## config.mk

```make
export PLATFORM = sky130hd
export DESIGN_NAME = bus_endpoint_flat
export DESIGN_NICKNAME = d
export VERILOG_FILES = /design/src/rtl/bus_endpoint_if.sv /design/src/rtl/bus_endpoint.sv /design/src/flat_wrapper.sv
export SDC_FILE = /design/constraint.sdc
export NUM_CORES = 1
export LEC_CHECK = 0
export BUFFER_PORTS_ARGS = -buffer_cell sky130_fd_sc_hd__buf_2
export CAP_MARGIN = 20
export CORE_ASPECT_RATIO = 0.6
export CORE_MARGIN = 2
export CORE_UTILIZATION = 40
export CTS_CLUSTER_SIZE = 25
export DETAILED_ROUTE_END_ITERATION = 10
export GPL_ROUTABILITY_DRIVEN = 0
export GPL_TIMING_DRIVEN = 0
export PLACE_DENSITY = 0.62
export SLEW_MARGIN = 10
export SYNTH_ARGS = -nofsm -noshare
export SYNTH_HDL_FRONTEND = slang
export SYNTH_SLANG_ARGS = --single-unit
```

## constraint.sdc

```tcl
create_clock -name clk -period 6.2 [get_ports clk]
set_input_delay 0.31 -clock clk [delete_from_list [all_inputs] [get_ports clk]]
set_output_delay 0.31 -clock clk [all_outputs]
set_load 0.01 [all_outputs]
```

## src/rtl/bus_endpoint_if.sv

```systemverilog
// Handshake bundle between a bus_endpoint and its host plus bus arbiter.
// Latency: none (signal bundle only).
// Backpressure: tx_full toward the host; pndng/pop toward the bus; rx has no stall toward the bus.
// Ports: host side tx_push/tx_data/tx_full, rx_pop/rx_data/rx_pndng;
//        bus side pndng/D_pop/pop (drain tx), push/D_push (fill rx).
//        slave = the endpoint, master = whoever drives host and bus.
interface bus_endpoint_if #(
  parameter int pckg_sz = 16
) ();
  logic               tx_push;
  logic [pckg_sz-1:0] tx_data;
  logic               tx_full;
  logic               rx_pop;
  logic [pckg_sz-1:0] rx_data;
  logic               rx_pndng;
  logic               pndng;
  logic [pckg_sz-1:0] D_pop;
  logic               pop;
  logic               push;
  logic [pckg_sz-1:0] D_push;

  modport slave (
    input  tx_push, tx_data, rx_pop, pop, push, D_push,
    output tx_full, rx_data, rx_pndng, pndng, D_pop
  );

  modport master (
    output tx_push, tx_data, rx_pop, pop, push, D_push,
    input  tx_full, rx_data, rx_pndng, pndng, D_pop
  );
endinterface

```

## src/rtl/bus_endpoint.sv

```systemverilog
// Device-side bus terminal: tx FIFO (host fills, bus drains) and rx FIFO (bus fills, host drains).
// Latency: one cycle from push to visibility on D_pop/rx_data; pops advance the head on the same edge.
// Backpressure: host sees tx_full; rx cannot stall the bus, so overflow is dropped and counted.
// Ports: clk, reset (async, active-low), bus (bus_endpoint_if.slave),
//        drop_cnt/misroute_cnt/underflow_cnt (8-bit saturating debug counters).
module bus_endpoint #(
  parameter int         pckg_sz   = 16,
  parameter int         depth     = 8,
  parameter logic [7:0] my_id     = 8'd0,
  parameter logic [7:0] broadcast = 8'hFF
) (
  input  logic           clk,
  input  logic           reset,
  bus_endpoint_if.slave  bus,
  output logic [7:0]     drop_cnt,
  output logic [7:0]     misroute_cnt,
  output logic [7:0]     underflow_cnt
);

  localparam int            aw       = $clog2(depth);
  localparam logic [aw:0]   full_lvl = (aw+1)'(depth);
  localparam logic [aw:0]   cnt_one  = (aw+1)'(1);
  localparam logic [aw-1:0] ptr_one  = aw'(1);

  logic [pckg_sz-1:0] tx_mem [depth];
  logic [pckg_sz-1:0] rx_mem [depth];

  logic [aw-1:0] tx_wr, tx_rd, rx_wr, rx_rd;
  logic [aw:0]   tx_cnt, rx_cnt, tx_cnt_nxt, rx_cnt_nxt;
  logic          tx_full_q, tx_pndng_q, rx_full_q, rx_pndng_q;

  logic tx_do_pop, tx_do_push, rx_do_pop, rx_do_push;
  logic underflow, dropped, misroute;
  logic [7:0] dest;

  // A full FIFO still accepts a write when its head leaves on the same edge.
  // A pop on an empty tx FIFO never passes the simultaneous push through.
  assign tx_do_pop  = bus.pop && tx_pndng_q;
  assign tx_do_push = bus.tx_push && (!tx_full_q || tx_do_pop);
  assign underflow  = bus.pop && !tx_pndng_q;

  assign rx_do_pop  = bus.rx_pop && rx_pndng_q;
  assign rx_do_push = bus.push && (!rx_full_q || rx_do_pop);
  assign dropped    = bus.push && !rx_do_push;

  // Destination is checked on every bus push, stored or not; nothing is filtered.
  assign dest     = bus.D_push[pckg_sz-1 -: 8];
  assign misroute = bus.push && (dest != my_id) && (dest != broadcast);

  always_comb begin
    tx_cnt_nxt = tx_cnt;
    if (tx_do_push && !tx_do_pop)      tx_cnt_nxt = tx_cnt + cnt_one;
    else if (tx_do_pop && !tx_do_push) tx_cnt_nxt = tx_cnt - cnt_one;
  end

  always_comb begin
    rx_cnt_nxt = rx_cnt;
    if (rx_do_push && !rx_do_pop)      rx_cnt_nxt = rx_cnt + cnt_one;
    else if (rx_do_pop && !rx_do_push) rx_cnt_nxt = rx_cnt - cnt_one;
  end

  always_ff @(posedge clk or negedge reset) begin
    if (!reset) begin
      tx_wr         <= '0;
      tx_rd         <= '0;
      rx_wr         <= '0;
      rx_rd         <= '0;
      tx_cnt        <= '0;
      rx_cnt        <= '0;
      tx_full_q     <= 1'b0;
      tx_pndng_q    <= 1'b0;
      rx_full_q     <= 1'b0;
      rx_pndng_q    <= 1'b0;
      drop_cnt      <= 8'd0;
      misroute_cnt  <= 8'd0;
      underflow_cnt <= 8'd0;
    end else begin
      if (tx_do_push) tx_wr <= tx_wr + ptr_one;
      if (tx_do_pop)  tx_rd <= tx_rd + ptr_one;
      if (rx_do_push) rx_wr <= rx_wr + ptr_one;
      if (rx_do_pop)  rx_rd <= rx_rd + ptr_one;

      tx_cnt     <= tx_cnt_nxt;
      rx_cnt     <= rx_cnt_nxt;
      tx_full_q  <= (tx_cnt_nxt == full_lvl);
      tx_pndng_q <= (tx_cnt_nxt != '0);
      rx_full_q  <= (rx_cnt_nxt == full_lvl);
      rx_pndng_q <= (rx_cnt_nxt != '0);

      if (dropped && drop_cnt != 8'hFF)        drop_cnt      <= drop_cnt + 8'd1;
      if (misroute && misroute_cnt != 8'hFF)   misroute_cnt  <= misroute_cnt + 8'd1;
      if (underflow && underflow_cnt != 8'hFF) underflow_cnt <= underflow_cnt + 8'd1;
    end
  end

  // Storage is not reset; occupancy alone decides what is valid.
  always_ff @(posedge clk) begin
    if (tx_do_push) tx_mem[tx_wr] <= bus.tx_data;
    if (rx_do_push) rx_mem[rx_wr] <= bus.D_push;
  end

  assign bus.tx_full  = tx_full_q;
  assign bus.pndng    = tx_pndng_q;
  assign bus.rx_pndng = rx_pndng_q;
  assign bus.D_pop    = tx_pndng_q ? tx_mem[tx_rd] : '0;
  assign bus.rx_data  = rx_pndng_q ? rx_mem[rx_rd] : '0;

endmodule

```

## src/flat_wrapper.sv

```systemverilog
// flat-port wrapper written by rule: the top's interface ports become plain ports
module bus_endpoint_flat 
#(
  parameter int         pckg_sz   = 16,
  parameter int         depth     = 8,
  parameter logic [7:0] my_id     = 8'd0,
  parameter logic [7:0] broadcast = 8'hFF
)
  (clk, reset, drop_cnt, misroute_cnt, underflow_cnt, bus_tx_push, bus_tx_data, bus_rx_pop, bus_pop, bus_push, bus_D_push, bus_tx_full, bus_rx_data, bus_rx_pndng, bus_pndng, bus_D_pop);
  bus_endpoint_if #(.pckg_sz(pckg_sz)) bus_i ();
  input  logic clk;
  input  logic reset;
  output logic [7:0] drop_cnt;
  output logic [7:0] misroute_cnt;
  output logic [7:0] underflow_cnt;
  input wire logic [$bits(bus_i.tx_push)-1:0] bus_tx_push;
  input wire logic [$bits(bus_i.tx_data)-1:0] bus_tx_data;
  input wire logic [$bits(bus_i.rx_pop)-1:0] bus_rx_pop;
  input wire logic [$bits(bus_i.pop)-1:0] bus_pop;
  input wire logic [$bits(bus_i.push)-1:0] bus_push;
  input wire logic [$bits(bus_i.D_push)-1:0] bus_D_push;
  output wire logic [$bits(bus_i.tx_full)-1:0] bus_tx_full;
  output wire logic [$bits(bus_i.rx_data)-1:0] bus_rx_data;
  output wire logic [$bits(bus_i.rx_pndng)-1:0] bus_rx_pndng;
  output wire logic [$bits(bus_i.pndng)-1:0] bus_pndng;
  output wire logic [$bits(bus_i.D_pop)-1:0] bus_D_pop;
  assign bus_i.tx_push = bus_tx_push;
  assign bus_i.tx_data = bus_tx_data;
  assign bus_i.rx_pop = bus_rx_pop;
  assign bus_i.pop = bus_pop;
  assign bus_i.push = bus_push;
  assign bus_i.D_push = bus_D_push;
  assign bus_tx_full = bus_i.tx_full;
  assign bus_rx_data = bus_i.rx_data;
  assign bus_rx_pndng = bus_i.rx_pndng;
  assign bus_pndng = bus_i.pndng;
  assign bus_D_pop = bus_i.D_pop;
  bus_endpoint #(.pckg_sz(pckg_sz), .depth(depth), .my_id(my_id), .broadcast(broadcast)) u_core (.clk(clk), .reset(reset), .bus(bus_i), .drop_cnt(drop_cnt), .misroute_cnt(misroute_cnt), .underflow_cnt(underflow_cnt));
endmodule
```

==> results.yml, run 1 <==
run_status:
  status: "completed"
synthesis:
  yosys.cell_types.count: 49
  yosys_warnings: 0
  ys.flop_type: "edfxtp_1"
  async_reset_ff_frac: 0.158
  yosysTopAreaCellShare: 0.631
  synth_top_area_cell: "edfxtp_1"
  yosysSeqAreaShare: 0.730
  ys_top_cells_by_area: "edfxtp_1 (63%), mux4_2 (12%), dfrtp_1 (9.9%)"
  syn_nets: 681
  synth_edf_count: 256
  synth.avg_cell_area_sq_um: 19.3
  synth_seq_cells: 304
  postSynthCellCount: 632
  synthesis.area_sq_um: 12200
global_routing:
  gr-total-overflow: 0
  grt_max_degree: 32
  antenna_found_initial: 0
  track_usage: 0.163
  grt_pass1_wl_um: 39600
  first_global_vias: 6545
setup_path:
  cp-end-kind: "output port"
  r2r_start: "u_core.bus.pndng"
  cp.arrival_ps: 2780
  crit_required_ps: 5890
  critPathKind: "flip-flop to output port"
  r2r_end: "u_core.tx_mem[0][3]"
  crit_fanout: 10
  rrSetupSlack_ps: 3760
  critPathLaunchType: "flip-flop"
  reg2regPathDepth: 6
power:
  power_density_nw_per_um2: 468
  leakagePower_nw: 5.13
  ir_worst_vdd_v: 0.000210
cts:
  cts-resized-gates: 0
  htreeDepth: 1
  post_cts.repair.setup_buffers: 0
  cts_hold_buf: 4
  cts_sinks: 304
  clk_latency_ps: 550
  cts_buffers: 29
  clockBufferDepth: 3
  cts.clk_slew.worst_paths_ps: 70
  cts_tree: "yes"
  ctsRootBufferMaster: "clkbuf_16"
route:
  routed_wl_um: 25600
  dr_total_vias: 6215
  drc_errors: 0
  final_antenna_net_count: 0
  viasPerCell: 5.12
  drtPass1Iterations: 5
  drt_iter0_markers: 528
  post_drt_wl_per_cell_um: 21.0
timing:
  period_needed_ps: 3090
  fmax_mhz: 323
  maxSlewViolCount: 0
  hold_violations: 0
  grt_setup_unrepaired: "no"
  slew_headroom: 0.443
  worstMarginPinSlew_ps: 836
  clock_skew_ps: 11.7
  setup_viol: 0
  worst_slack_ps: 3110
  period_share: 0.499
  tns_ps: 0
finish:
  fin_nets: 833
  final_common_cell: "edfxtp_1"
  layout_common_cells: "edfxtp_1 (256), buf_2 (107), mux4_2 (64)"
  syn2layout_area_growth_pct: 18.8
  fin_area_sq_um: 14500
  nFillCells: 2517
  layout-drive-gt1-share: 0.335
  diodes: 0
die:
  fp.dieArea_sq_um: 31900
  core_area_sq_um: 30000
  start_util: 0.406
  die_y_um: 139
  die_w_um: 229
  pin_count: 97
  rows: 49
placed_design:
  pre_cts_ws_ps: 3680
  portBuffers: 96
  dp_hpwl_um: 17500
  placed_cell_area_sq_um: 13500
run:
  drv_cap: 0
worst_hold_path:
  min_to: "u_core.tx_mem[5][9]"
  worstHoldStart: "bus_tx_data[9]"
  whs_path_depth: 1
  min_path_type: "input pin to flip-flop"
logic make-up (layout without fill, tap and decap cells):
| family | Yosys count | after routing | share of synthesized area |
|---|---|---|---|
| XOR/XNOR | 32 | 32 | 0.0230 |
| flip-flops | 304 | 304 | 0.730 |
| AND/OR/NAND/NOR | 128 | 128 | 0.0572 |
| buffers and inverters | 33 | 208 | 0.0122 |
| adder cells (fa/ha/maj) | 11 | 11 | 0.0113 |
| multiplexers | 106 | 106 | 0.154 |
| AO/OA/AOI/OAI | 18 | 18 | 0.0130 |
synthesized netlist by cell type (all sizes together) (6+ instances only):
cell type and number:
buf 13, clkbuf 12, dfrtp 48, edfxtp 256, ha 11, inv 7, mux2 8, mux2i 34
mux4 64, nand2 23, nand2b 9, nand3 13, nand4 6, nor2 17, nor2b 32, nor3 8
xnor2 23, xor2 9
metrics by stage:
step                power [W]  cells  hold WS (ps)  utilization
CTS                   0.00688   1215         0.668        0.483
global route          0.00717   1215          13.5        0.483
floorplan             0.00427    632          14.4            -
global placement      0.00504   1136           478        0.439
detailed placement    0.00516   1157           283        0.451
finish                0.00678   1215          30.2        0.483
state kept, by name, indices dropped and copies added (netlist names), 4 cells and up:
register              cells
u_core.drop_cnt           8
u_core.misroute_cnt       8
u_core.rx_cnt             4
u_core.rx_mem           128
u_core.tx_cnt             4
u_core.tx_mem           128
u_core.underflow_cnt      8
per-layer routing:
metal | vias up | wire length [um] | track usage
li1 | 2805 | - | -
met3 | 24 | 1320 | 0.0333
met5 | - | 0 | 0
met4 | 0 | 324 | 0.0277
met1 | 3259 | 12900 | 0.259
met2 | 127 | 11000 | 0.236
critical path: stages (launching register included):
cell	delay, ps
dfrtp_1	360
clkbuf_1	320
clkbuf_1	680
mux4_2	410
mux2i_1	240
nor2b_1	80
buf_2	140
cell type report:
| class | instances | area [sq um] | area share |
|---|---|---|---|
| Sequential cell | 304 | 8890 | 0.614 |
| Multi-Input combinational cell | 295 | 3200 | 0.221 |
| Timing Repair Buffer | 121 | 823 | 0.0569 |
| Clock buffer | 35 | 748 | 0.0517 |
| Tap cell | 408 | 510 | 0.0353 |
| Clock inverter | 19 | 159 | 0.0110 |
| Buffer | 25 | 119 | 0.00821 |
| Inverter | 8 | 30.0 | 0.00207 |
how the worst max path moves through the flow:
stage                     slack (ps)             endpoint  depth (start not counted)                start
after floorplan                 3600  u_core.rx_mem[0][0]                          4  u_core.bus.rx_pndng
after CTS                       3080       bus_rx_data[9]                          6      u_core.rx_rd[1]
final                           3110       bus_rx_data[9]                          6      u_core.rx_rd[1]
after global placement          2140  u_core.tx_mem[1][3]                          5              bus_pop
after detailed placement        3680       bus_rx_data[9]                          6      u_core.rx_rd[1]
after global routing            2980       bus_rx_data[9]                          6      u_core.rx_rd[1]
power breakdown:
group | leakage (nW) | total, W | switching (W) | internal [W]
Clock | 0.438 | 0.00170 | 0.000752 | 0.000948
Sequential | 2.92 | 0.00278 | 0.000176 | 0.00260
Combinational | 1.77 | 0.00230 | 0.00124 | 0.00106
Total | 5.13 | 0.00678 | 0.00217 | 0.00461
Power figures use the tool's default switching activity.
==> run 2, diff against run 1 <==
==> constraint.sdc (replaced) <==
create_clock -name clk -period 3 [get_ports clk]
set_input_delay 0.15 -clock clk [delete_from_list [all_inputs] [get_ports clk]]
set_output_delay 0.15 -clock clk [all_outputs]
set_load 0.01 [all_outputs]
==> results.yml, run 2 (synthesis gave the netlist of run 1 again) <==
power:
  swShare: 0.321
  internal-power_w: 0.00955
  power_w: 0.0141
  combPwrFrac: 0.342
  leakagePower_nw: 5.27
  ir_worst_vdd_v: 0.000435
  p_seq_frac: 0.408
  power_density_nw_per_um2: 951
  p_sw_w: 0.00451
  clkPwrFrac: 0.250
timing:
  setup_viol: 0
  worstMarginPinSlew_ps: 797
  fmax_mhz: 358
  period_share: 0.931
  slew_headroom: 0.469
  clock_skew_ps: 9.99
  hold_violations: 0
  period_needed_ps: 2790
  maxSlewViolCount: 0
  grt_setup_unrepaired: "no"
setup_path:
  cp.arrival_ps: 2640
  r2r_start: "u_core.bus.pndng"
  slowest_stage: "clkbuf_1"
  critPathLaunchType: "flip-flop"
  critPathKind: "flip-flop to output port"
  cp_common_cell: "clkbuf_1"
  crit_chain: "clkbuf_1 > clkbuf_1 > mux4_2 > mux2i_1 > nor2b_1 > buf_2"
  critPathMaxStageDelay_ps: 600
  crit_required_ps: 2850
  r2r_end: "u_core.tx_mem[0][3]"
  crit_fanout: 10
  cp-end-kind: "output port"
  reg2regPathDepth: 6
  rrSetupSlack_ps: 570
cts:
  clockBufferDepth: 3
  clk_latency_ps: 550
  cts_buffers: 29
  post_cts.repair.setup_buffers: 0
  htreeDepth: 1
  cts_sinks: 304
  cts.clk_slew.worst_paths_ps: 60
  ctsRootBufferMaster: "clkbuf_16"
  cts_tree: "yes"
run:
  drv_cap: 0
placed_design:
  dp_hpwl_um: 17500
  place_inst: 1157
  placed_cell_area_sq_um: 13500
  portBuffers: 96
route:
  dr_total_vias: 6356
  post_drt_wl_per_cell_um: 20.7
  drc_errors: 0
  final_antenna_net_count: 0
  drt_iter0_markers: 539
  drtPass1Iterations: 4
  viasPerCell: 5.10
  routed_wl_um: 25800
worst_hold_path:
  whs_path_depth: 4
  min_path_type: "input pin to flip-flop"
  min_to: "u_core.tx_cnt[1]"
  worstHoldStart: "bus_tx_push"
die:
  pin_count: 97
  die_w_um: 229
  fp.dieArea_sq_um: 31900
  rows: 49
  core_area_sq_um: 30000
  start_util: 0.406
  die_y_um: 139
finish:
  fin_nets: 864
  layout_common_cells: "edfxtp_1 (256), buf_2 (107), mux4_2 (64)"
  final_common_cell: "edfxtp_1"
  diodes: 0
  layout-drive-gt1-share: 0.326
  syn2layout_area_growth_pct: 21.4
  post-route-util: 0.493
  layout.cells.non_filler: 1246
  reg_top3: "u_core.rx_mem x128, u_core.tx_mem x128"
  fin_area_sq_um: 14800
  nFillCells: 2491
global_routing:
  track_usage: 0.165
  grt_pass1_wl_um: 40100
  antenna_found_initial: 0
  grt_max_degree: 32
  first_global_vias: 6705
  gr-total-overflow: 0
run_status:
  status: "completed"
-- run 2: cell types whose count changed in the layout (fill, tap and decap cells not counted) --
cell,previous run,this run
clkbuf_2,0,3
clkbuf_1,18,15
dlygate4sd3_1,4,35
-- run 2: stage by stage --
step / setup WS, ps / hold WS [ps] / setup TNS, ps
after floorplan: 398 / -146 / 0
after global placement: -991 / 423 / -55590
after detailed placement: 589 / 123 / 0
after CTS: 38.5 / 2.81 / 0
after global routing: 46.9 / 49.2 / 0
final: 206 / 42.1 / 0
-- run 2: worst max-delay path by stage --
| stage | to | cells after the start | startpoint |
|---|---|---|---|
| 5_1_grt | bus_D_pop[5] | 6 | u_core.tx_rd[1] |
| 4_1_cts | bus_rx_data[9] | 6 | u_core.rx_rd[1] |
| 3_3_place_gp | u_core.tx_mem[1][3] | 4 | u_core.bus.pndng |
| 3_5_place_dp | u_core.tx_mem[0][3] | 6 | u_core.bus.pndng |
| 2_1_floorplan | u_core.rx_mem[0][0] | 4 | u_core.bus.rx_pndng |
| 6_report | bus_D_pop[13] | 6 | u_core.tx_rd[1] |
-- run 2: timing repair --
action                                  in CTS  in global routing
hold endpoints to repair                   307                  0
gates resized for setup                      0                  6
endpoints found under the setup margin       0                  2
hold buffers                                35                  0
-- run 2: power groups by stage --
stage                     combinational [W]  clock (W)  sequential [W]
after global routing                0.00525    0.00379         0.00581
after floorplan                     0.00306          0         0.00577
final                               0.00481    0.00351         0.00574
after CTS                           0.00490    0.00363         0.00574
after global placement              0.00460          0         0.00582
after detailed placement            0.00485          0         0.00582
-- run 2: area by class of cell --
class	instances	area, sq um	area share
Buffer	25	123	0.00829
Clock buffer	35	748	0.0506
Clock inverter	19	159	0.0107
Inverter	8	30.0	0.00203
Multi-Input combinational cell	295	3200	0.216
Sequential cell	304	8890	0.601
Tap cell	408	510	0.0345
Timing Repair Buffer	152	1130	0.0767
-- run 2: per-layer routing --
metal,vias to the layer above,GRT usage,wire (um)
met5,-,0,0
met1,3319,0.261,12900
met2,137,0.239,11100
met4,0,0.0294,352
met3,26,0.0327,1380
li1,2874,-,-
-- run 2: critical path, delay by kind of cell, from the launching register on --
family	cells	cell delay, ps
AND/OR/NAND/NOR	1	80
multiplexers	2	610
flip-flops	1	350
buffers and inverters	3	1040
==> run 3, diff against run 2 <==
--- a/config.mk
+++ b/config.mk
@@ -10,9 +10,9 @@
 export CORE_ASPECT_RATIO = 0.6
 export CORE_MARGIN = 2
 export CORE_UTILIZATION = 40
+export CTS_BUF_LIST = sky130_fd_sc_hd__clkbuf_8 sky130_fd_sc_hd__clkbuf_16
 export CTS_CLUSTER_SIZE = 25
 export DETAILED_ROUTE_END_ITERATION = 10
-export GPL_ROUTABILITY_DRIVEN = 0
 export GPL_TIMING_DRIVEN = 0
 export PLACE_DENSITY = 0.62
 export SLEW_MARGIN = 10
==> results.yml, run 3 (synthesis gave the netlist of run 1 again) <==
timing:
  hold_violations: 0
  period_share: 0.930
  period_needed_ps: 2790
  setup_viol: 0
  slew_headroom: 0.471
  worst_slack_ps: 209
  clock_skew_ps: 11.4
  maxSlewViolCount: 0
  grt_setup_unrepaired: "no"
  fmax_mhz: 358
  worstMarginPinSlew_ps: 794
  holdWs_ps: 42.1
  tns_ps: 0
power:
  power_density_nw_per_um2: 950
  leakagePower_nw: 5.30
  internal-power_w: 0.00953
  clkPwrFrac: 0.249
  swShare: 0.322
  p_seq_frac: 0.408
  combPwrFrac: 0.343
  p_sw_w: 0.00452
  ir_worst_vdd_v: 0.000435
global_routing:
  antenna_found_initial: 0
  first_global_vias: 6705
  use_met2: 0.239
  grt_use_met3: 0.0327
  busiest_layer: "met1"
  met1_usage: 0.261
  grt_max_degree: 32
  grt_pass1_wl_um: 40100
  gr-total-overflow: 0
  track_usage: 0.165
finish:
  fin_nets: 864
  final_common_cell: "edfxtp_1"
  regArea_sq_um: 8890
  reg_top3: "u_core.rx_mem x128, u_core.tx_mem x128"
  layout_common_cells: "edfxtp_1 (256), buf_2 (107), mux4_2 (64)"
  fin_area_sq_um: 14800
  nFillCells: 2491
  post-route-util: 0.493
  layout-drive-gt1-share: 0.326
  diodes: 0
  multi_input_area_sq_um: 3200
  syn2layout_area_growth_pct: 21.4
worst_hold_path:
  whs_path_depth: 4
  min_path_type: "input pin to flip-flop"
route:
  post_drt_wl_per_cell_um: 20.7
  viasPerCell: 5.10
  dr_total_vias: 6360
  final_antenna_net_count: 0
  drt_iter0_markers: 538
  drc_errors: 0
  routed_wl_um: 25800
  drtPass1Iterations: 5
die:
  rows: 49
  fp.dieArea_sq_um: 31900
  die_w_um: 229
  pin_count: 97
  die_y_um: 139
  start_util: 0.406
  core_area_sq_um: 30000
setup_path:
  reg2regPathDepth: 6
  cp_common_cell: "clkbuf_1"
  crit_family: "buffers and inverters"
  cp.depth: 6
  critPathMaxStageDelay_ps: 600
  crit_required_ps: 2850
  crit_buf_inv: 3
  crit_chain: "clkbuf_1 > clkbuf_1 > mux4_2 > mux2i_1 > nor2b_1 > buf_2"
  slowest_stage: "clkbuf_1"
  cp-end-kind: "output port"
  critPathKind: "flip-flop to output port"
  crit_fanout: 10
  cp.arrival_ps: 2640
  critPathLaunchType: "flip-flop"
cts:
  post_cts.repair.setup_buffers: 0
  cts_sinks: 304
  cts.clk_slew.worst_paths_ps: 60
  clockBufferDepth: 3
  htreeDepth: 1
  ctsRootBufferMaster: "clkbuf_16"
  cts_buffers: 29
  clk_latency_ps: 550
  cts_tree: "yes"
placed_design:
  dp_hpwl_um: 17500
  portBuffers: 96
  finalWeightedCongestion: 0.746
  pre_cts_ws_ps: 589
  placed_cell_area_sq_um: 13500
run:
  drv_cap: 0
run_status:
  status: "completed"
[run 3: cell types whose count changed in the layout (fill, tap and decap cells not counted), sizes merged]
cell / previous run / this run
clkbuf: 47 / 41
inv: 9 / 15
[run 3: final timing paths]
kind | end | startpoint | slack, ps
min in group asynchronous | u_core.rx_cnt[3] | reset | 80
min reg2reg | u_core.underflow_cnt[5] | u_core.underflow_cnt[5] | 490
max in group asynchronous | u_core.tx_cnt[0] | reset | 2370
min | u_core.tx_cnt[1] | bus_tx_push | 40
max | bus_D_pop[13] | u_core.tx_rd[1] | 210
max reg2reg | u_core.tx_mem[0][3] | u_core.bus.pndng | 570
[run 3: repair_timing]
item                                   CTS  global route
gates resized for setup                  0             6
setup endpoints to repair                0             2
endpoints found under the hold margin  307             0
hold buffers                            35             0
[run 3: per-layer routing]
layer  wire, um  part of all wire
met2      11100              0.43
met1      12900              0.50
met5          0                 0
met3       1460             0.056
met4        352             0.014
[run 3: area by class of cell]
cell class,count,share of cell area
Buffer,25,0.00829
Multi-Input combinational cell,295,0.216
Clock inverter,25,0.0123
Tap cell,408,0.0345
Sequential cell,304,0.601
Timing Repair Buffer,152,0.0767
Inverter,8,0.00203
Clock buffer,29,0.0491
[run 3: stage by stage]
step                power, W  cells
global placement      0.0104   1136
detailed placement    0.0107   1157
global route          0.0148   1246
CTS                   0.0142   1246
finish                0.0140   1246
floorplan            0.00883    632
[run 3: worst min-delay path, stage by stage]
cell,delay [ps]
buf_2,140
mux2i_1,80
nor2_1,80
a21oi_1,70
[run 3: power groups by stage]
| stage | Clock [W] | Sequential, W | Combinational, W |
|---|---|---|---|
| 4_1_cts | 0.00361 | 0.00574 | 0.00490 |
| 3_3_place_gp | 0 | 0.00582 | 0.00460 |
| 3_5_place_dp | 0 | 0.00582 | 0.00485 |
| 5_1_grt | 0.00377 | 0.00581 | 0.00525 |
| 2_1_floorplan | 0 | 0.00577 | 0.00306 |
| 6_report | 0.00350 | 0.00574 | 0.00482 |
